## src/rtl/fifo_stream_unpacker.sv

```systemverilog
`default_nettype none
// ============================================================================
// Module   : fifo_stream_unpacker
// Brief    : Pulls words from a synchronous FIFO into a 2-entry buffer and
//            serialises each word LSB-first onto a valid/ready beat stream.
// Revision : 1.0 - initial release
// ============================================================================
module fifo_stream_unpacker #(
  parameter int DATA_WIDTH = 32,
  parameter int OUT_WIDTH  = 8
) (
  input  logic                  clk_i,
  input  logic                  rst_i,
  input  logic                  enable_i,
  input  logic                  fifo_empty_i,
  input  logic [DATA_WIDTH-1:0] fifo_data_i,
  output logic                  fifo_r_en_o,
  output logic [OUT_WIDTH-1:0]  m_data_o,
  output logic                  m_valid_o,
  input  logic                  m_ready_i,
  output logic                  m_first_o,
  output logic                  busy_o
);

  localparam int RATIO   = DATA_WIDTH / OUT_WIDTH;
  localparam int c_idx_w = (RATIO > 1) ? $clog2(RATIO) : 1;
  localparam logic [c_idx_w-1:0] c_last_idx = c_idx_w'(RATIO - 1);

  typedef enum logic [1:0] {
    S_IDLE   = 2'd0,
    S_REQ    = 2'd1,
    S_CAP    = 2'd2,
    S_SETTLE = 2'd3
  } state_t;

  state_t                r_state;
  state_t                w_state_next;
  logic [DATA_WIDTH-1:0] r_buf [2];
  logic                  r_head;
  logic                  r_tail;
  logic [1:0]            r_occ;
  logic [c_idx_w-1:0]    r_idx;

  logic                  w_issue;
  logic                  w_cap;
  logic                  w_accept;
  logic                  w_pop;
  logic [DATA_WIDTH-1:0] w_head_word;
  logic [OUT_WIDTH-1:0]  w_beats [RATIO];

  // A read may only start with a guaranteed free slot when its data lands.
  assign w_issue  = enable_i && !fifo_empty_i && (r_occ < 2'd2);
  assign w_cap    = (r_state == S_CAP);
  assign w_accept = m_valid_o && m_ready_i;
  assign w_pop    = w_accept && (r_idx == c_last_idx);

  always_ff @(posedge clk_i or posedge rst_i) begin
    if (rst_i) begin
      r_state <= S_IDLE;
    end else begin
      r_state <= w_state_next;
    end
  end

  always_comb begin
    w_state_next = r_state;
    case (r_state)
      S_IDLE:   if (w_issue) w_state_next = S_REQ;
      S_REQ:    w_state_next = S_CAP;
      S_CAP:    w_state_next = S_SETTLE;
      S_SETTLE: w_state_next = S_IDLE;
      default:  w_state_next = S_IDLE;
    endcase
  end

  always_ff @(posedge clk_i or posedge rst_i) begin
    if (rst_i) begin
      r_buf[0] <= '0;
      r_buf[1] <= '0;
      r_head   <= 1'b0;
      r_tail   <= 1'b0;
      r_occ    <= 2'd0;
      r_idx    <= '0;
    end else begin
      if (w_cap) begin
        r_buf[r_tail] <= fifo_data_i;
        r_tail        <= ~r_tail;
      end
      if (w_accept) begin
        if (r_idx == c_last_idx) begin
          r_idx  <= '0;
          r_head <= ~r_head;
        end else begin
          r_idx <= r_idx + 1'b1;
        end
      end
      // Capture and last-beat pop in one cycle cancel out on the count.
      case ({w_cap, w_pop})
        2'b10:   r_occ <= r_occ + 2'd1;
        2'b01:   r_occ <= r_occ - 2'd1;
        default: r_occ <= r_occ;
      endcase
    end
  end

  assign w_head_word = r_buf[r_head];

  for (genvar gi = 0; gi < RATIO; gi++) begin : g_beats
    assign w_beats[gi] = w_head_word[gi*OUT_WIDTH +: OUT_WIDTH];
  end

  assign fifo_r_en_o = (r_state == S_REQ);
  assign m_valid_o   = (r_occ != 2'd0);
  assign m_data_o    = w_beats[r_idx];
  assign m_first_o   = m_valid_o && (r_idx == '0);
  assign busy_o      = (r_state != S_IDLE) || m_valid_o;

endmodule
`default_nettype wire

```

## config.mk

```make
export PLATFORM = sky130hd
export DESIGN_NAME = fifo_stream_unpacker
export DESIGN_NICKNAME = d
export VERILOG_FILES = /design/src/rtl/fifo_stream_unpacker.sv
export SDC_FILE = /design/constraint.sdc
export NUM_CORES = 1
export LEC_CHECK = 0
export ABC_AREA = 1
export BUFFER_PORTS_ARGS = -buffer_cell sky130_fd_sc_hd__buf_4
export CORE_MARGIN = 4
export CORE_UTILIZATION = 45
export CTS_BUF_LIST = sky130_fd_sc_hd__clkbuf_8 sky130_fd_sc_hd__clkbuf_16
export DETAILED_ROUTE_END_ITERATION = 8
export GPL_TIMING_DRIVEN = 0
export PLACE_DENSITY = 0.68
export SYNTH_ARGS = -nofsm -noshare
export SYNTH_HDL_FRONTEND = slang
export SYNTH_SLANG_ARGS = --single-unit
```

## constraint.sdc

```tcl
create_clock -name clk_i -period 3 [get_ports clk_i]
set_input_delay 0.15 -clock clk_i [delete_from_list [all_inputs] [get_ports clk_i]]
set_output_delay 0.15 -clock clk_i [all_outputs]
set_load 0.01 [all_outputs]
```

== After elaboration in Yosys (flattened, before gate mapping) ==
Index checks and enable logic that the tools add are counted.

* Output and inout bits: 12
* Register bits: 72

* Reductions and logical operators: 14
* Mux-type cells: 13
* Order comparisons: 5
* Equal/unequal tests: 7
* Bitwise logic cells: 5
* Add/sub/neg operators: 3

{| class="wikitable"
|+ Operators with widths
! kind !! number
|-
| 2-to-1 mux 32 bit || 4
|-
| bitwise mux 64 bit || 1
|-
| demux 32 bit (select 1 bit) || 1
|-
| binary-select mux 8 bit (select 2 bit) || 1
|-
| 2-to-1 mux 8 bit || 2
|-
| equality test 2 bit (second input constant) || 4
|-
| case mux 2 bit (4 select lines) || 1
|-
| logical AND 1 bit || 6
|-
| nonzero test 2 bit || 3
|-
| adder 2 x 1 -> 2 bit (second input constant) || 2
|-
| equality test 2 x 1 -> 1 bit (second input constant) || 2
|-
| >= comparator 2 bit (second input constant) || 2
|-
| logical NOT 2 bit || 2
|-
| 2-to-1 mux 2 bit || 2
|-
| inverter 1 -> 2 bit || 2
|-
| case mux 2 bit (2 select lines) || 1
|-
| >= comparator 3 bit (second input constant) || 1
|-
| inverter 2 -> 3 bit || 1
|-
| less-than comparator 2 x 1 -> 1 bit (second input constant) || 1
|-
| less-than comparator 2 bit (second input constant) || 1
|-
| != test 2 bit (second input constant) || 1
|-
| inverter 1 bit || 2
|-
| AND reduction 2 bit || 1
|-
| subtractor 2 x 1 -> 2 bit (second input constant) || 1
|-
| other kinds (2) || 2
|}

== Depth between registers and ports, before layout ==
Gate-level depths: netlist of run 1.

* Depth after elaboration: 7
* Mapped depth: 8
* Mapped depth without buffers: 8

== Least setup slack after synthesis of run 1 ==
No wires, ideal clock.

* Path kind: reg2reg
* From: register r_occ[0]
* To: register r_occ[1]
* Arrival: 1.433 ns
* Setup slack: 1.446 ns
* Clock period less this slack: 1.554 ns
* Cell stages (with the launch flop): 9
* Cells stage by stage: dfrtp_1 nor2_1 inv_1 nand2_1 nor2_1 ha_1 a21oi_1 nand2_1 xor2_1

* Longest elaborated chain between the ends: 5

{| class="wikitable"
|+ Ends and longest elaborated chain
! element !! line !! RTL
|-
| start, declared || 41 || <nowiki>logic [1:0] r_occ;</nowiki>
|-
| start signal, assigned || 99 || <nowiki>2'b10: r_occ <= r_occ + 2'd1;</nowiki>
|-
| start signal, assigned || 100 || <nowiki>2'b01: r_occ <= r_occ - 2'd1;</nowiki>
|-
| start signal, assigned || 101 || <nowiki>default: r_occ <= r_occ;</nowiki>
|-
| nonzero test 2 bit (*) || 113 || <nowiki>assign m_valid_o = (r_occ != 2'd0);</nowiki>
|-
| named net m_valid_o || 19 || <nowiki>output logic m_valid_o,</nowiki>
|-
| logical AND 1 bit (*) || 54 || <nowiki>assign w_accept = m_valid_o && m_ready_i;</nowiki>
|-
| logical AND 1 bit (*) || 55 || <nowiki>assign w_pop = w_accept && (r_idx == c_last_idx);</nowiki>
|-
| named net w_pop || 47 || <nowiki>logic w_pop;</nowiki>
|-
| equality test 2 x 1 -> 1 bit or equality test 2 bit (tied branches) || 98 || <nowiki>case ({w_cap, w_pop})</nowiki>
|-
| case mux 2 bit (2 select lines) or nonzero test 2 bit (tied branches) || - ||
|}

The timed path passes the listed nets; every way through them passes the cells marked *.
A chain may end at the register's enable or synchronous reset.

== Worst setup path after layout of run 1 ==
* From: register r_head
* To: output port m_data_o[4]

* Longest elaborated chain between the ends: 7

{| class="wikitable"
|+ Ends and longest elaborated chain
! element !! line !! RTL
|-
| start, declared || 39 || <nowiki>logic r_head;</nowiki>
|-
| start signal, assigned || 92 || <nowiki>r_head <= ~r_head;</nowiki>
|-
| inverter 1 -> 2 bit (not written as such) || 106 || <nowiki>assign w_head_word = r_buf[r_head];</nowiki>
|-
| 2-to-1 mux 32 bit (not written as such) (3 in series) || 106 ||
|-
| binary-select mux 8 bit (select 2 bit) || 114 || <nowiki>assign m_data_o = w_beats[r_idx];</nowiki>
|-
| 2-to-1 mux 8 bit (not written as such) (2 in series) || 114 ||
|-
| end, declared || 18 || <nowiki>output logic [OUT_WIDTH-1:0] m_data_o,</nowiki>
|}

Every way passes these cells. The select of a mux whose other input is x is not followed.

==> summary.md, run 1 <==
| Metric | Value |
|---|---|
| Detail Placement HPWL | 6237 microns |
| Hold Path Class | primary input to asynchronous set/reset pin |
| M2 GR Usage | 29.75% |
| Pwr/cell area | 1107 nW/um^2 |
| Leakage power | 2.522 nW |
| Clk root buf | clkbuf_8 |
| Cell count after synthesis | 503 |
| Worst hold slack | -0.01468 ns |
| Ant. Diodes | 0 |
| CTS sink count | 72 |
| Worst r2r path cells | 5 |
| Vias in the first global route | 3061 |
| Row Count | 33 |
| Final Slew Violations | 0 |
| Synth-to-layout area growth | 16.91% |
| GP Congestion | 0.9175 |
| Top FF cell, synth | dfrtp_1 |
| Hold buffers post-CTS | 0 |
| Arrival time worst endpoint | 1.87 ns |
| Largest net degree at the start of global routing | 73 |
| Max Buffers Root-to-Sink | 2 |
| Yosys cell types | 19 |
| Post-route design area | 4394 sq um |
| Placeable core area | 8175 sq um |
| Count of cells resized by post-cts repair | 0 |
| Initial core utilization | 45.97% |
| First-pass GRT wire length | 14530 microns |
| Mux contribution to synthesized area | 0% |
| Final Skew | 0.005180 ns |
| Die W | 99.39 microns |
| Most frequent cells after synthesis | nand2_1, inv_1, dfrtp_1 |
| Ys async rst share | 100.0% |
| Setup violators final | 0 |
| Worst Tran Pin Value | 0.8964 ns |
| Worst path required time | 2.85 ns |
| Slew margin rel. | 40.24% |
| WL per Instance | 12.95 microns |
| EDFF count, synth | 0 |
| Clock transition at path regs | 0.07 ns |
| CP startpoint kind | flip-flop |
| Met1 Usage GRT | 25.15% |
| 1st-iter DRT viols | 152 |
| Initial antenna violation count | 0 |
| Nets@finish | 605 |
| IO buf count | 48 |
| Placed insts | 656 |
| Clk Latency, worst-skew pair | 0.34 ns |
| DR pass1 iterations | 4 |
| Fin crit period | 2.020 ns |
| DR vias | 3163 |
| Remaining antenna violation count | 0 |
| Adder-cell share of the synthesized area | 1.997% |
| Detailed-route vias per instance | 4.728 |
| I/O pin count | 49 |
| Worst setup EP type | output port |
| Routed Wire Length | 8662 microns |
| Post-DP Area | 4253 sq um |
| Failing checks | negative hold slack |
| Worst VDD drop | 0.4192 mV |
| Xor/xnor cell area share of the yosys netlist | 0.4660% |
| DR DRC count | 0 |
| Final hold vios | 10 |
| Final Cycle Share | 67.33% |
| Fmax | 495.0 MHz |
| Avg Cell Area, Syn | 7.472 sq um |
| WS Path Type | flip-flop to output port |
| CTS tree | done |
| Grt ovf | 0 |
| Total GRT Usage | 18.47% |
| Syn Nets | 546 |
| Top-area cell type share of the netlist area | 47.94% |
| Seq cells post-synth | 72 |
| Mapped Area | 3759 sq um |
| Most frequent cell after synthesis | nand2_1 |
| Htree depth | 3 |
| RSZ-0062 raised after global routing | no |
| Max_cap viols | 0 |
| Compound-Gate Fraction of Synth Area | 11.75% |
| Critical-path maximum fanout | 10 |
| Synth area leader | dfrtp_1 |
| Synth Warn # | 0 |
| Met3 GRT Util | 3.576% |
| Gr busiest metal | met2 |
| Non-Filler Instances | 669 |
| Largest family of logic cells by synthesized area | simple AND/OR/NAND/NOR gates |
| Sequential area share after synthesis | 47.94% |
| Outcome | finished with violations |
| Die Y | 99.39 microns |
| Synth top area cells | dfrtp_1, nand2_1, inv_1, o21ai_2, o21ai_0 |
| Post-CTS repair timing setup buffer count | 0 |
| TNS Setup | 0 ns |
| Share of post-route cells with drive strength above 1 | 17.73% |
| CTS Buf Count | 9 |
| Die Area | 9878 sq um |
| Simple-gate share of the synthesized area | 23.20% |
-- cell families (layout without fill, tap and decap cells) --
kind of cell / Yosys count / in the layout
xor gates and xnor gates: 2 / 2
DFF: 72 / 72
and+or+nand+nor: 220 / 220
adders and majority gates: 6 / 6
AOI/OAI and AO/OA: 71 / 71
buffers and inverters: 132 / 193
-- per-layer routing --
| layer | wire (microns) | vias to the layer above |
|---|---|---|
| met5 | 0 | - |
| met4 | 183 | 0 |
| met3 | 418 | 19 |
| met2 | 4079 | 71 |
| met1 | 3981 | 1457 |
| li1 | - | 1616 |
-- final cells by class --
| cell class | instances | area [sq um] |
|---|---|---|
| Timing Repair Buffer | 48 | 360.3 |
| Buffer | 24 | 145.1 |
| Clock buffer | 9 | 123.9 |
| Fill cell | 818 | 3781 |
| Clock inverter | 4 | 17.52 |
| Multi-Input combinational cell | 299 | 1406 |
| Inverter | 108 | 407.9 |
| Sequential cell | 72 | 1802 |
| Tap cell | 105 | 131.4 |
-- final timing paths --
kind | from | end | slack [ns]
worst max-delay path | r_head$_DFFE_PP0P_ | m_data_o[4] | 0.98
worst min-delay path | rst_i | r_buf[42]$_DFFE_PP0P_ | -0.01
worst max register to register | r_state[0]$_DFFE_PP0P_ | r_buf[25]$_DFFE_PP0P_ | 1.29
worst min register to register | r_buf[49]$_DFFE_PP0P_ | r_buf[49]$_DFFE_PP0P_ | 0.48
max in group asynchronous | rst_i | r_state[1]$_DFFE_PP0P_ | 2.41
min in group clk_i | fifo_data_i[9] | r_buf[41]$_DFFE_PP0P_ | 0.06
-- metrics by stage --
step           power [mW]  setup WS (ns)  util, %
4_1_cts             4.913         0.9629    53.75
3_5_place_dp        4.288          1.304    52.02
3_3_place_gp        4.213         0.1194    51.99
2_1_floorplan       3.463          1.025        -
6_report            4.862         0.9800    53.75
5_1_grt             5.335         0.8325    53.75
-- state kept, by name, indices dropped and copies added (netlist names) --
| name | cells |
|---|---|
| r_buf | 64 |
| r_idx | 2 |
| r_occ | 2 |
| r_state | 2 |
| r_head | 1 |
| r_tail | 1 |
-- cell usage in the layout, fill, tap and decap left out, drive strengths merged --
master / n
clkbuf: 19
xor2: 1
clkinv: 3
or2: 2
buf: 62
nand2: 180
dfrtp: 72
o21ai: 70
inv: 109
nor2: 5
a21oi: 1
ha: 6
xnor2: 1
nand3: 33
-- worst max-delay path: stages (launching register included) --
cell and delay (ns):
dfrtp_1 0.32, buf_2 0.18, clkbuf_1 0.44, nand2_1 0.11
nand3_1 0.12, nand2_1 0.08, nand2_1 0.06, nand2_1 0.07
buf_4 0.15
-- where the power goes --
part	internal [mW]	switching [mW]
Sequential	1.46	0.251
Combinational	0.994	1.54
Clock	0.277	0.333
Note: power is estimated with default switching activity, not from simulation.
==> run 2: changes to the inputs <==
ABC_AREA = 0   (was 1)
clock period = 1.95 ns   (was 3 ns; I/O delays follow)
==> run 2 against run 1 <==
  * The run now ends clean
  * Worst setup slack got worse by 0.92 ns
  * Synthesized area decreased by 11%
  * Cell area is 1.0% higher
  * Utilization rose by 7.4 points
  * Clock power increased by 98%
  * Critical path depth shrank 3
  * Synthesized cell count fell by 56%
  * Final cell count is 37% lower
  * Via count fell by 33%
  * Sequential share of layout area shrank 0.40 points
  * First-iteration DRC count decreased by 54%
  * Sequential power up 56%
  * Critical endpoint is now m_data_o[3]
  * Largest cell class unchanged
  * Largest power group unchanged
  * Highest routed layer unchanged
==> summary.md, run 2 <==
| Metric | Value |
|---|---|
| Max Buffers Root-to-Sink | 2 (unchanged) |
| Ys async rst share | 100.0% (unchanged) |
| Synth top area cells | dfrtp_1, mux2_2, mux4_1, nand2_1, ha_1 |
| Ant. Diodes | 0 (unchanged) |
| Final Skew | 0.004508 ns (-0.0006721 ns) |
| Routed Wire Length | 6817 microns (-21%) |
| Final Cycle Share | 96.84% |
| Arrival time worst endpoint | 1.79 ns (-0.08 ns) |
| Final Slew Violations | 0 (unchanged) |
| Most frequent cell after synthesis | dfrtp_1 |
| Htree depth | 3 (unchanged) |
| DR pass1 iterations | 4 (unchanged) |
| Slew margin rel. | 77.44% (+37 points) |
| Largest net degree at the start of global routing | 68 (-6.8%) |
| Synth Warn # | 0 (unchanged) |
| Synth area leader | dfrtp_1 |
| Remaining antenna violation count | 0 (unchanged) |
| Die Y | 94.31 microns (-5.1%) |
| I/O pin count | 49 (unchanged) |
| Setup violators final | 0 (unchanged) |
| Avg Cell Area, Syn | 15.10 sq um (+100%) |
| Nets@finish | 361 (-40%) |
| Max_cap viols | 0 (unchanged) |
| Worst Tran Pin Value | 0.3349 ns (-0.5615 ns) |
| Vias in the first global route | 2164 (-29%) |
| Slowest stage delay, CP | 0.58 ns (+0.14 ns) |
| IO buf count | 48 (unchanged) |
| CTS sink count | 72 (unchanged) |
| Row Count | 31 (-6.1%) |
| DR DRC count | 0 (unchanged) |
| 1st-iter DRT viols | 70 (-54%) |
| Die W | 94.31 microns (-5.1%) |
| Worst hold slack | 0.04921 ns (+0.06389 ns) |
| WS Path Type | flip-flop to output port |
| Detailed-route vias per instance | 5.038 (+6.6%) |
| Crit-path cells | buf_6, mux4_1, nand2_1, nand2_1, buf_4 |
| Mapped Area | 3352 sq um (-11%) |
| Worst path required time | 1.85 ns (-1.00 ns) |
| First-pass GRT wire length | 10950 microns (-25%) |
| Cell count after synthesis | 222 (-56%) |
| Pwr/cell area | 1655 nW/um^2 (+50%) |
| Syn Nets | 265 (-51%) |
| Worst path most repeated cell | nand2_1 |
| Detail Placement HPWL | 4534 microns (-27%) |
| CTS tree | done |
| Placeable core area | 7253 sq um (-11%) |
| Fmax | 529.6 MHz |
| Yosys cell types | 24 (+5) |
| Most frequent cells in the layout | dfrtp_1, mux2_2, buf_4 |
| Max FFs per register | 64 (unchanged) |
| Hold Path Class | primary input to flip-flop |
| Leakage power | 2.019 nW (-20%) |
| Final worst setup slack | 0.06168 ns (-0.9183 ns) |
| Initial antenna violation count | 0 (unchanged) |
| Clk Latency, worst-skew pair | 0.35 ns (about the same) |
| Clk root buf | clkbuf_8 |
| Most common cell after layout, fill and taps aside | dfrtp_1 |
| GP Congestion | 0.7755 (-15%) |
| Top FF cell, synth | dfrtp_1 |
| Initial core utilization | 46.21% (+0.24 points) |
| Worst VDD drop | 1.018 mV (+140%) |
| Share of post-route cells with drive strength above 1 | 45.03% (+27 points) |
| Die Area | 8893 sq um (-10%) |
| Critical-path maximum fanout | 9 (-1) |
| Most frequent cells after synthesis | dfrtp_1, mux2_2, nand2_1 |
| Fin crit period | 1.888 ns |
| CP max-delay cell | mux4_1 |
| Pre-CTS worst setup slack | 0.1456 ns (-1.158 ns) |
| Top reg by flops | r_buf |
| WL per Instance | 16.19 microns (+25%) |
| Final hold vios | 0 (-10) |
| Seq cells post-synth | 72 (unchanged) |
| DR vias | 2121 (-33%) |
| Synth-to-layout area growth | 32.40% |
| RSZ-0062 raised after global routing | yes |
| Outcome | completed |
| Clock transition at path regs | 0.07 ns (about the same) |
| Sequential area share after synthesis | 53.75% (+5.8 points) |
| CTS Buf Count | 9 (unchanged) |
| Total GRT Usage | 16.94% (-1.5 points) |
| EDFF count, synth | 0 (unchanged) |
| Worst setup EP type | output port |
| Grt ovf | 0 (unchanged) |
| CP startpoint kind | flip-flop |
| Top-area cell type share of the netlist area | 53.75% (+5.8 points) |
[run 2: cell types whose count changed in the layout (fill, tap and decap cells not counted), sizes merged, moves of 16 or more]
| cell | delta |
|---|---|
| inv | -103 |
| dlygate4sd3 | +33 |
| nand2 | -154 |
| mux2 | +66 |
| o21ai | -69 |
| mux4 | +16 |
| nand3 | -33 |
[run 2: kinds of logic (layout without fill, tap and decap cells)]
logic type | count (synthesis) | after routing | share of synthesized area [%]
mux | 82 | 82 | 34.60
flops | 72 | 72 | 53.75
simple gates | 34 | 34 | 4.069
buf+inv | 18 | 118 | 3.135
fa+ha+maj | 6 | 6 | 2.240
compound gates | 5 | 5 | 0.8959
xor+xnor | 5 | 5 | 1.307
[run 2: area by class of cell]
type / count / area, sq um
Fill cell: 606 / 2815
Sequential cell: 72 / 1802
Multi-Input combinational cell: 132 / 1445
Timing Repair Buffer: 85 / 740.7
Clock buffer: 12 / 165.2
Tap cell: 99 / 123.9
Buffer: 11 / 92.59
Clock inverter: 3 / 40.04
Inverter: 7 / 28.78
[run 2: metal layers]
| layer | global-route usage, % | wire (microns) |
|---|---|---|
| met1 | 21.75 | 3014 |
| met2 | 27.78 | 3375 |
| met3 | 5.609 | 363 |
| met4 | 4.332 | 63 |
| met5 | 0 | 0 |
[run 2: power by group]
part           internal, mW  total, mW  switching (mW)
Sequential             2.29       2.66           0.378
Combinational          2.06       3.48            1.42
Clock                 0.684       1.21           0.524
Total                  5.03       7.35            2.32
[run 2: path summary, 6_finish.rpt]
kind | slack [ns] | cells after the start | endpoint | startpoint
worst min-delay path | 0.05 | 3 | r_state[0]$_DFFE_PP0P_ | enable_i
worst max-delay path | 0.06 | 5 | m_data_o[3] | r_idx[1]$_DFFE_PP0P_
min in group asynchronous | 0.18 | 3 | r_buf[21]$_DFFE_PP0P_ | rst_i
worst max register to register | 0.14 | 6 | r_buf[62]$_DFFE_PP0P_ | r_state[0]$_DFFE_PP0P_
max in group asynchronous | 1.23 | 4 | r_buf[24]$_DFFE_PP0P_ | rst_i
worst min register to register | 0.48 | 1 | r_buf[39]$_DFFE_PP0P_ | r_buf[39]$_DFFE_PP0P_
[run 2: what timing repair did]
| action | CTS | global route |
|---|---|---|
| setup buffers | 0 | 3 |
| hold buffers | 33 | 0 |
| hold endpoints to repair | 136 | 0 |
| endpoints found under the setup margin | 8 | 7 |
| pin swaps | 0 | 0 |
| gates resized for setup | 2 | 2 |
[run 2: metrics by stage]
stage	util, %	area [sq um]	instances	power (mW)	TNS [ns]
after CTS	60.76	4407	418	7.371	0
final	61.19	4438	421	7.347	0
after detailed placement	53.30	3866	370	6.085	0
after global placement	52.89	3836	369	5.966	-65.71
after global routing	61.19	4438	421	7.869	-0.01124
after floorplan	-	3352	222	5.029	0
[run 2: critical path: cells and delay by family, from the launching register on]
kind	cells	cell delay, ns
mux	1	0.58
flops	1	0.37
buf+inv	2	0.32
simple gates	2	0.16
